<file path="config.mk">
export PLATFORM = sky130hd
export DESIGN_NAME = sobol_gen_flat
export DESIGN_NICKNAME = d
export VERILOG_FILES = /design/src/rtl/sobol_pkg.sv /design/src/rtl/sobol_gen_if.sv /design/src/rtl/sobol_lsz.sv /design/src/rtl/sobol_gen.sv /design/src/flat_wrapper.sv
export SDC_FILE = /design/constraint.sdc
export NUM_CORES = 2
export LEC_CHECK = 0
export CORE_UTILIZATION = 30
export CTS_CLUSTER_SIZE = 14
export DETAILED_ROUTE_END_ITERATION = 16
export PLACE_DENSITY = 0.51
export SYNTH_ARGS = -nofsm -noshare
export SYNTH_HDL_FRONTEND = slang
export SYNTH_SLANG_ARGS = --single-unit
</file>
<file path="constraint.sdc">
create_clock -name clk -period 5.25 [get_ports clk]
set_clock_uncertainty 0.2 [all_clocks]
set_input_delay 1.05 -clock clk [delete_from_list [all_inputs] [get_ports clk]]
set_output_delay 1.05 -clock clk [all_outputs]
set_load 0.1 [all_outputs]
</file>
<file path="src/rtl/sobol_pkg.sv">
// Shared types and helpers for the Sobol sequence generator.
//   state_e    : controller states (idle / running / done pulse)
//   IDX_W      : index-bit width for the default 32-bit coordinate
//   dv_default : van der Corput direction vector V[k] = 1 << (width-1-k)
package sobol_pkg;

  typedef enum logic [1:0] {StIdle, StRun, StDone} state_e;

  localparam int unsigned DEF_WIDTH = 32;
  localparam int unsigned IDX_W     = $clog2(DEF_WIDTH);

  // Wide enough for any practical coordinate width; callers truncate.
  localparam int unsigned DV_MAX_W  = 64;

  function automatic logic [DV_MAX_W-1:0] dv_default(input int unsigned k,
                                                     input int unsigned width);
    return {{(DV_MAX_W-1){1'b0}}, 1'b1} << (width - 1 - k);
  endfunction

endpackage

</file>
<file path="src/rtl/sobol_gen_if.sv">
// Output point stream of the Sobol generator.
//   out_valid : a point is presented
//   out_ready : consumer accepts the presented point
//   out_data  : coordinate d in bits [d*WIDTH +: WIDTH]
//   out_index : sequence index of the presented point
// master = generator side, slave = consumer side.
interface sobol_gen_if
  import sobol_pkg::*;
#(
  parameter int unsigned WIDTH = 32,
  parameter int unsigned DIMS  = 2
);
  logic                    out_valid;
  logic                    out_ready;
  logic [DIMS*WIDTH-1:0]   out_data;
  logic [WIDTH-1:0]        out_index;

  modport master (output out_valid, output out_data, output out_index, input out_ready);
  modport slave  (input out_valid, input out_data, input out_index, output out_ready);
endinterface

</file>
<file path="src/rtl/sobol_lsz.sv">
// Lowest-zero priority encoder.
//   idx_i      : index word
//   pos_o      : position of the lowest zero bit (0 when none)
//   all_ones_o : idx_i has no zero bit
module sobol_lsz
  import sobol_pkg::*;
#(
  parameter int unsigned WIDTH = 32,
  localparam int unsigned IdxW = (WIDTH > 1) ? $clog2(WIDTH) : 1
) (
  input  logic [WIDTH-1:0] idx_i,
  output logic [IdxW-1:0]  pos_o,
  output logic             all_ones_o
);

  // Scan from MSB down so the lowest zero bit is the last one to win.
  always_comb begin
    pos_o      = '0;
    all_ones_o = 1'b1;
    for (int i = int'(WIDTH) - 1; i >= 0; i--) begin
      if (!idx_i[i]) begin
        pos_o      = IdxW'(i);
        all_ones_o = 1'b0;
      end
    end
  end

endmodule

</file>
<file path="src/rtl/sobol_gen.sv">
// Multi-dimensional Sobol low-discrepancy sequence generator.
//   clk, rst_n          : clock, asynchronous active-low reset
//   start / stop        : begin a run (idle only) / abort a run (run only)
//   n_points            : points per run, latched at start; 0 = unbounded
//   dv_we/dim/idx/data  : direction-vector table write port (idle only)
//   out_if              : point stream (valid/ready, data, index)
//   busy                : high while running
//   done                : one-cycle pulse after the final point of a bounded run
// Each accepted point advances x ^= V[d][lsz(index)] in every dimension.
module sobol_gen
  import sobol_pkg::*;
#(
  parameter int unsigned WIDTH = 32,
  parameter int unsigned DIMS  = 2,
  localparam int unsigned IdxW = (WIDTH > 1) ? $clog2(WIDTH) : 1,
  localparam int unsigned DimW = (DIMS > 1) ? $clog2(DIMS) : 1
) (
  input  logic             clk,
  input  logic             rst_n,
  input  logic             start,
  input  logic             stop,
  input  logic [WIDTH-1:0] n_points,
  input  logic             dv_we,
  input  logic [DimW-1:0]  dv_dim,
  input  logic [IdxW-1:0]  dv_idx,
  input  logic [WIDTH-1:0] dv_data,
  sobol_gen_if.master      out_if,
  output logic             busy,
  output logic             done
);

  state_e                state_q, state_d;
  logic [WIDTH-1:0]      dv_q [DIMS][WIDTH];
  logic [WIDTH-1:0]      dv_d [DIMS][WIDTH];
  logic [DIMS*WIDTH-1:0] data_q, data_d;
  logic [WIDTH-1:0]      index_q, index_d;
  logic [WIDTH-1:0]      npts_q, npts_d;
  logic                  valid_q, valid_d;

  logic [IdxW-1:0]       lsz_pos;
  logic                  lsz_all_ones;
  logic                  hs;
  logic                  last;

  sobol_lsz #(
    .WIDTH (WIDTH)
  ) u_lsz (
    .idx_i      (index_q),
    .pos_o      (lsz_pos),
    .all_ones_o (lsz_all_ones)
  );

  assign hs   = valid_q & out_if.out_ready;
  assign last = (npts_q != '0) && (index_q == npts_q - WIDTH'(1));

  always_comb begin
    state_d = state_q;
    dv_d    = dv_q;
    data_d  = data_q;
    index_d = index_q;
    npts_d  = npts_q;
    valid_d = valid_q;
    unique case (state_q)
      StIdle: begin
        if (dv_we) begin
          for (int d = 0; d < int'(DIMS); d++) begin
            if (dv_dim == DimW'(d)) dv_d[d][dv_idx] = dv_data;
          end
        end
        if (start) begin
          state_d = StRun;
          data_d  = '0;
          index_d = '0;
          valid_d = 1'b1;
          npts_d  = n_points;
        end
      end
      StRun: begin
        if (hs) begin
          // An all-ones index has no zero bit: the sequence restarts from 0.
          if (lsz_all_ones) begin
            data_d  = '0;
            index_d = '0;
          end else begin
            for (int d = 0; d < int'(DIMS); d++) begin
              data_d[d*WIDTH +: WIDTH] = data_q[d*WIDTH +: WIDTH] ^ dv_q[d][lsz_pos];
            end
            index_d = index_q + WIDTH'(1);
          end
          if (last) begin
            state_d = StDone;
            valid_d = 1'b0;
          end
        end
        // Abort wins over completion; a same-cycle transfer still counts.
        if (stop) begin
          state_d = StIdle;
          valid_d = 1'b0;
        end
      end
      StDone: begin
        state_d = StIdle;
      end
      default: begin
        state_d = StIdle;
      end
    endcase
  end

  always_ff @(posedge clk or negedge rst_n) begin
    if (!rst_n) begin
      state_q <= StIdle;
      data_q  <= '0;
      index_q <= '0;
      npts_q  <= '0;
      valid_q <= 1'b0;
      for (int unsigned d = 0; d < DIMS; d++) begin
        for (int unsigned k = 0; k < WIDTH; k++) begin
          dv_q[d][k] <= WIDTH'(dv_default(k, WIDTH));
        end
      end
    end else begin
      state_q <= state_d;
      data_q  <= data_d;
      index_q <= index_d;
      npts_q  <= npts_d;
      valid_q <= valid_d;
      dv_q    <= dv_d;
    end
  end

  assign out_if.out_valid = valid_q;
  assign out_if.out_data  = data_q;
  assign out_if.out_index = index_q;
  assign busy             = (state_q == StRun);
  assign done             = (state_q == StDone);

endmodule

</file>
<file path="src/flat_wrapper.sv">
// flat-port wrapper written by rule: the top's interface ports become plain ports
module sobol_gen_flat import sobol_pkg::*;
#(
  parameter int unsigned WIDTH = 32,
  parameter int unsigned DIMS  = 2,
  localparam int unsigned IdxW = (WIDTH > 1) ? $clog2(WIDTH) : 1,
  localparam int unsigned DimW = (DIMS > 1) ? $clog2(DIMS) : 1
)
  (clk, rst_n, start, stop, n_points, dv_we, dv_dim, dv_idx, dv_data, busy, done, out_if_out_valid, out_if_out_data, out_if_out_index, out_if_out_ready);
  sobol_gen_if #(.WIDTH(WIDTH), .DIMS(DIMS)) out_if_i ();
  input  logic clk;
  input  logic rst_n;
  input  logic start;
  input  logic stop;
  input  logic [WIDTH-1:0] n_points;
  input  logic dv_we;
  input  logic [DimW-1:0] dv_dim;
  input  logic [IdxW-1:0] dv_idx;
  input  logic [WIDTH-1:0] dv_data;
  output logic busy;
  output logic done;
  output wire logic [$bits(out_if_i.out_valid)-1:0] out_if_out_valid;
  output wire logic [$bits(out_if_i.out_data)-1:0] out_if_out_data;
  output wire logic [$bits(out_if_i.out_index)-1:0] out_if_out_index;
  input wire logic [$bits(out_if_i.out_ready)-1:0] out_if_out_ready;
  assign out_if_out_valid = out_if_i.out_valid;
  assign out_if_out_data = out_if_i.out_data;
  assign out_if_out_index = out_if_i.out_index;
  assign out_if_i.out_ready = out_if_out_ready;
  sobol_gen #(.WIDTH(WIDTH), .DIMS(DIMS)) u_core (.clk(clk), .rst_n(rst_n), .start(start), .stop(stop), .n_points(n_points), .dv_we(dv_we), .dv_dim(dv_dim), .dv_idx(dv_idx), .dv_data(dv_data), .out_if(out_if_i), .busy(busy), .done(done));
endmodule
</file>
=== Word level (Yosys, flattened, before mapping) ===
Cells that the tools add are included.

* $add $sub $neg: 2
* $lt $le $gt $ge: 3
* Eq/ne operators: 7
* Mux-type cells: 92
* Bitwise operators: 6
* Reductions and logical operators: 11

{| class="wikitable"
|+ Operators by type and width
! operator !! count
|-
| $bwmux W1024 || 2
|-
| $bmux W32 S5 || 2
|-
| $mux W32 || 8
|-
| $mux W64 || 3
|-
| $demux W32 S5 || 1
|-
| $mux W5 || 32
|-
| $pmux W64 S2 || 1
|-
| $pmux W32 S2 || 1
|-
| $xor A32 B32 Y32 || 2
|-
| $mux W1 || 36
|-
| $add A32 B1 Y32 const B || 1
|-
| $eq A32 B32 Y1 || 1
|-
| $reduce_bool A32 Y1 || 1
|-
| $sub A32 B1 Y32 const B || 1
|-
| $ge A6 B6 Y1 const B || 2
|-
| $not A5 Y6 || 2
|-
| $reduce_and A3 Y1 || 4
|-
| $mux W2 || 4
|-
| $lt A6 B1 Y1 const B || 1
|-
| $ne A3 B2 Y1 const B || 2
|-
| $pmux W2 S2 || 1
|-
| $reduce_and A4 Y1 || 1
|-
| $eq A2 B1 Y1 const B || 1
|-
| $eq A2 B2 Y1 const B || 1
|-
| other kinds (9) || 10
|}

* Register bits: 2,179
* Input port bits: 76
* Output and inout port bits: 99
* Word-level logic and storage cells: 190

=== Depth between registers and ports, before layout ===
* Word-level depth: 40
* Gate-level depth with buffers: 16
* Mapped depth without buffers: 11

=== Hierarchy ===
From an unflattened synthesis, not the netlist that was laid out.

* Cell total of the unflattened synthesis: 6,340
* Area, all modules: 99,649.3 um^2

{| class="wikitable"
|+ By module, submodules not included
! module !! instances !! cells each !! area an instance (um^2) !! seq. area each (um^2)
|-
| sobol_gen || 1 || 6,274 || 99,271.5 || 54,607.4
|-
| sobol_lsz || 1 || 66 || 377.9 || 0.0
|}

=== Worst setup path after synthesis ===
No wires, ideal clock.

* Path type: register to register
* Start point: register u_core.index_q[14], in the netlist u_core.out_if.out_index[14]
* End point: register u_core.data_q[48], in the netlist u_core.out_if.out_data[48]
* Setup time: 0.133 ns
* Data arrival time: 4.177 ns
* Data required time: 4.917 ns
* Path slack: 0.740 ns
* Stages on the path, launching flop included: 15
* Buffers on the path: 4
* Clock period less this slack: 4.510 ns
* Cells stage by stage: dfrtp_1 > clkbuf_1 > nand2b_1 > a21boi_0 > o211ai_1 > nand2_1 > nor2_1 > buf_2 > buf_1 > buf_1 > mux2i_1 > o22ai_1 > nor4_1 > a31o_2 > o211ai_1

* Cells in the longest elaborated chain, start to end: 23
* Elaborated cells between the ends (all ways): 38
* Classes of those cells: 36 x mux; 2 x bitwise

{| class="wikitable"
|+ RTL lines
! item !! RTL line !! RTL
|-
| start: declaration || sobol_gen.sv:36 || <nowiki>logic [WIDTH-1:0] index_q, index_d;</nowiki>
|-
| start signal: assignment || sobol_gen.sv:125 || <nowiki>index_q <= index_d;</nowiki>
|-
| $mux W5 (15 in series) || sobol_lsz.sv:21 || <nowiki>if (!idx_i[i]) begin</nowiki>
|-
| $not A5 Y6 (not written as such) || sobol_gen.sv:86 || <nowiki>data_d[d*WIDTH +: WIDTH] = data_q[d*WIDTH +: WIDTH] ^ dv_q[d][lsz_pos];</nowiki>
|-
| $bmux W32 S5 || sobol_gen.sv:86 ||
|-
| $mux W32 (not written as such) (2 in series) || sobol_gen.sv:86 ||
|-
| $xor A32 B32 Y32 || sobol_gen.sv:86 ||
|-
| $mux W64 (*) || sobol_gen.sv:81 || <nowiki>if (lsz_all_ones) begin</nowiki>
|-
| $mux W64 (*) || sobol_gen.sv:79 || <nowiki>if (hs) begin</nowiki>
|-
| $pmux W64 S2 (*) || sobol_gen.sv:63 || <nowiki>unique case (state_q)</nowiki>
|-
| end signal: assignment || sobol_gen.sv:124 || <nowiki>data_q <= data_d;</nowiki>
|-
| end: declaration || sobol_gen.sv:35 || <nowiki>logic [DIMS*WIDTH-1:0] data_q, data_d;</nowiki>
|}

Mark *: on every way between the ends. The rest lies on a longest branch, timed or not. The select of a mux whose other input is x is not followed.
A chain may end at the register's enable or synchronous reset.

=== Final worst setup path ===
* Start point: register u_core.index_q[3], in the netlist u_core.out_if.out_index[3]
* End point: register u_core.data_q[29], in the netlist u_core.out_if.out_data[29]

* Cells in the longest elaborated chain, start to end: 12
* Elaborated cells between the ends (all ways): 16
* Classes of those cells: 14 x mux; 2 x bitwise

{| class="wikitable"
|+ RTL lines
! item !! RTL line
|-
| $mux W5 (4 in series) || sobol_lsz.sv:21
|-
| $not A5 Y6 (not written as such) || sobol_gen.sv:86
|-
| $bmux W32 S5 || sobol_gen.sv:86
|-
| $mux W32 (not written as such) (2 in series) || sobol_gen.sv:86
|-
| $xor A32 B32 Y32 || sobol_gen.sv:86
|-
| $mux W64 (*) || sobol_gen.sv:81
|-
| $mux W64 (*) || sobol_gen.sv:79
|-
| $pmux W64 S2 (*) || sobol_gen.sv:63
|}

Marks and branches as above.

==> out/metrics.cfg <==
[clocking]
numCtsBuffers=243
post_cts_buffers=0
cts_root_buf=clkbuf_16
post_cts_resized=0
clock-sinks=2179
clk_path_buf_depth=4
htree_levels=4
insertion_delay_ns=0.94
cts_tree=yes
clk_transition_reported_paths_ns=0.06

[detailed_routing]
detail_route.drc_violations=0
vias=78800
drt_wl_total_um=433000
drtIter0Drc=8720
ant_nets=0
viasPerCell=5.82
drt-wirelength-per-cell_um=32.0
drt_first_pass_iters=12

[synth]
postSynthAreaPerCell_um2=11.7
synth_async_sr_flop_share_pct=100
synth.net_count=8976
yosys_warnings=0
ys.flop_type=dfrtp_1
syn-cell-area_um2=104000
synth_cells=8898
synth_seq_cells=2179
synth_edf_count=0
synth_cell_type_count=84
yosysSeqAreaShare_pct=52.7

[timing]
finalHoldViolations=0
layout_min_cycle_time_ns=4.76
worst_slack_ns=0.487
period_share_pct=90.7
whs_ns=0.296
slew_headroom_pct=0.707
setup-violations-final=0
tightest_slew_ns=1.48
fmax_mhz=210
rsz0062_at_grt=false
timing.setup.tns_ns=0
slew_viol_final=0

[setup_path]
path_max_fanout=67
start_kind=flip-flop
crit_required_ns=5.86
worstSetupEndpointType=flip-flop
crit_arrival_ns=5.37
crit_type=reg -> reg
r2r_slack_ns=0.49

[power_and_ir_drop]
p_leak_nw=53.4
internal_power_w=0.0313
power_density_nw_per_um2=376
p_sw_share_pct=30.8
switching_power_w=0.0139
clock_power_share_pct=38.0
ir_worst_vdd_mv=0.304
comb_power_share_pct=18.3
p_seq_share_pct=43.8

[placed_design]
dpl.hpwl_um=255000
port_buffers=174
place_ws_ns=0.614
gp_congestion=0.863
placed_cells=13100

[run_status]
status=finished with violations
violations=max-capacitance violations

[final_layout]
final_cell_mix=dfrtp_1 (2,114), mux2_2 (2,101), nand2_1 (778), o21ai_0 (446), a21oi_1 (407)
regArea_um2=54600
fin_cells=13500
fillCellCount=33700
mostFrequentLayoutCell=dfrtp_1
drive_gt1_share_pct=34.4
multi_input_area_um2=46100
syn_to_final_growth_pct=15.8
nets=8849

[global_route]
grt_pass1_vias=77800
grt-ovfl-total=0
grt_usage_pct=24.3
grt_max_degree=187
grt_pass1_wl_um=611000
antenna_found_initial=31

[die]
core.rowCount=215
die_area_um2=348000
ios=175
start_util_pct=30.2
die_w_um=590
die_h_um=590
design.core.area_um2=344000

[worst_hold_path]
worst_hold_path_type=reg -> reg

[job]
cap_violations=1

state kept, by name, indices dropped and copies added, names as in the netlist:
| register | count |
|---|---|
| u_core.state_q | 2 |
| u_core.out_if.out_data | 64 |
| u_core.dv_q | 2048 |
| u_core.out_if.out_valid | 1 |
| u_core.npts_q | 32 |
| u_core.out_if.out_index | 32 |
power by group through the flow:
stage                     clock network (W)  registers [W]  logic, W
after floorplan                           0         0.0203   0.00447
after global placement                    0         0.0199   0.00807
after detailed placement                  0         0.0200   0.00818
after CTS                            0.0174         0.0197   0.00820
after global routing                 0.0180         0.0200   0.00867
final                                0.0172         0.0198   0.00825
through the flow:
step | util (%) | cell area (µm²) | power, W
floorplan | - | 104000 | 0.0248
global placement | 32.6 | 112000 | 0.0280
detailed placement | 32.6 | 112000 | 0.0282
CTS | 34.9 | 120000 | 0.0453
global route | 34.9 | 120000 | 0.0467
finish | 34.9 | 120000 | 0.0452
area by class of cell:
| cell class | count | share of cell area [%] |
|---|---|---|
| diodes | 8 | 0.0167 |
| repair buffers | 539 | 4.72 |
| inverters | 25 | 0.0782 |
| multi-input cells | 5783 | 38.4 |
| clock inverters | 66 | 0.532 |
| well taps | 4557 | 4.75 |
| clock buffers | 379 | 6.06 |
| flip-flops and latches | 2179 | 45.5 |
worst max-delay path, stage by stage, from the launching register on:
cell	delay, ns
dfrtp_1	0.47
buf_4	0.20
nor2b_1	0.13
o21ai_0	0.52
and2_1	0.25
nand2_2	0.09
nor2_4	0.27
buf_12	0.31
buf_12	0.40
mux2_2	0.40
o211a_1	0.21
nor4b_1	0.66
a211oi_1	0.16
o21bai_1	0.20
path summary, 6_finish.rpt:
path	start	endpoint	cells past startpoint
max	u_core.out_if.out_index[3]	u_core.out_if.out_data[29]	13
min	u_core.dv_q[535]	u_core.dv_q[535]	1
max reg2reg	u_core.out_if.out_index[3]	u_core.out_if.out_data[29]	13
min reg2reg	u_core.dv_q[535]	u_core.dv_q[535]	1
max in group asynchronous	rst_n	u_core.dv_q[790]	4
min in group asynchronous	rst_n	u_core.dv_q[1516]	2
cell usage after synthesis (26+ instances only):
master / n / area share [%]
clkbuf_1: 611 / 2.2
mux2_2: 2101 / 23
o22ai_1: 102 / 0.62
xnor2_1: 32 / 0.27
nand3_1: 176 / 0.85
nand2_1: 838 / 3.0
or4_1: 37 / 0.27
buf_1: 273 / 0.99
a21oi_1: 408 / 2.0
dfstp_2: 64 / 1.6
a2111oi_0: 36 / 0.30
o211ai_1: 76 / 0.55
mux2i_1: 310 / 3.0
nand4_1: 212 / 1.3
dfrtp_1: 2115 / 51
a211oi_1: 156 / 1.1
o21ai_0: 448 / 2.2
nor2_1: 97 / 0.35
o31ai_1: 26 / 0.19
nor3_1: 128 / 0.62
nor4_1: 27 / 0.16
and3_1: 88 / 0.53
a21o_1: 27 / 0.20
a31oi_1: 90 / 0.54
cell families (layout without fill, tap and decap cells):
| family | Yosys count | in the layout | share of synthesized area [%] |
|---|---|---|---|
| AND/OR/NAND/NOR | 1712 | 1712 | 7.91 |
| buffers and inverters | 936 | 1009 | 3.43 |
| XOR/XNOR | 46 | 46 | 0.388 |
| AO/OA/AOI/OAI | 1609 | 1609 | 9.73 |
| adder cells (fa/ha/maj) | 2 | 2 | 0.0241 |
| flip-flops | 2179 | 2179 | 52.7 |
| multiplexers | 2414 | 2414 | 25.9 |
| other | 0 | 8 | 0 |
layer usage:
layer / global-route usage [%] / vias to the layer above / wire length, µm
li1: - / 32200 / -
met5: 0 / - / 64
met2: 37.8 / 3695 / 193000
met1: 33.4 / 42000 / 186000
met4: 9.86 / 12 / 20400
met3: 4.30 / 885 / 33900
what timing repair did:
item                                   CTS  global route
endpoints found under the hold margin   14             0
setup endpoints to repair                0             0
hold buffers                             1             0
Note: power is estimated with default switching activity, not from simulation.
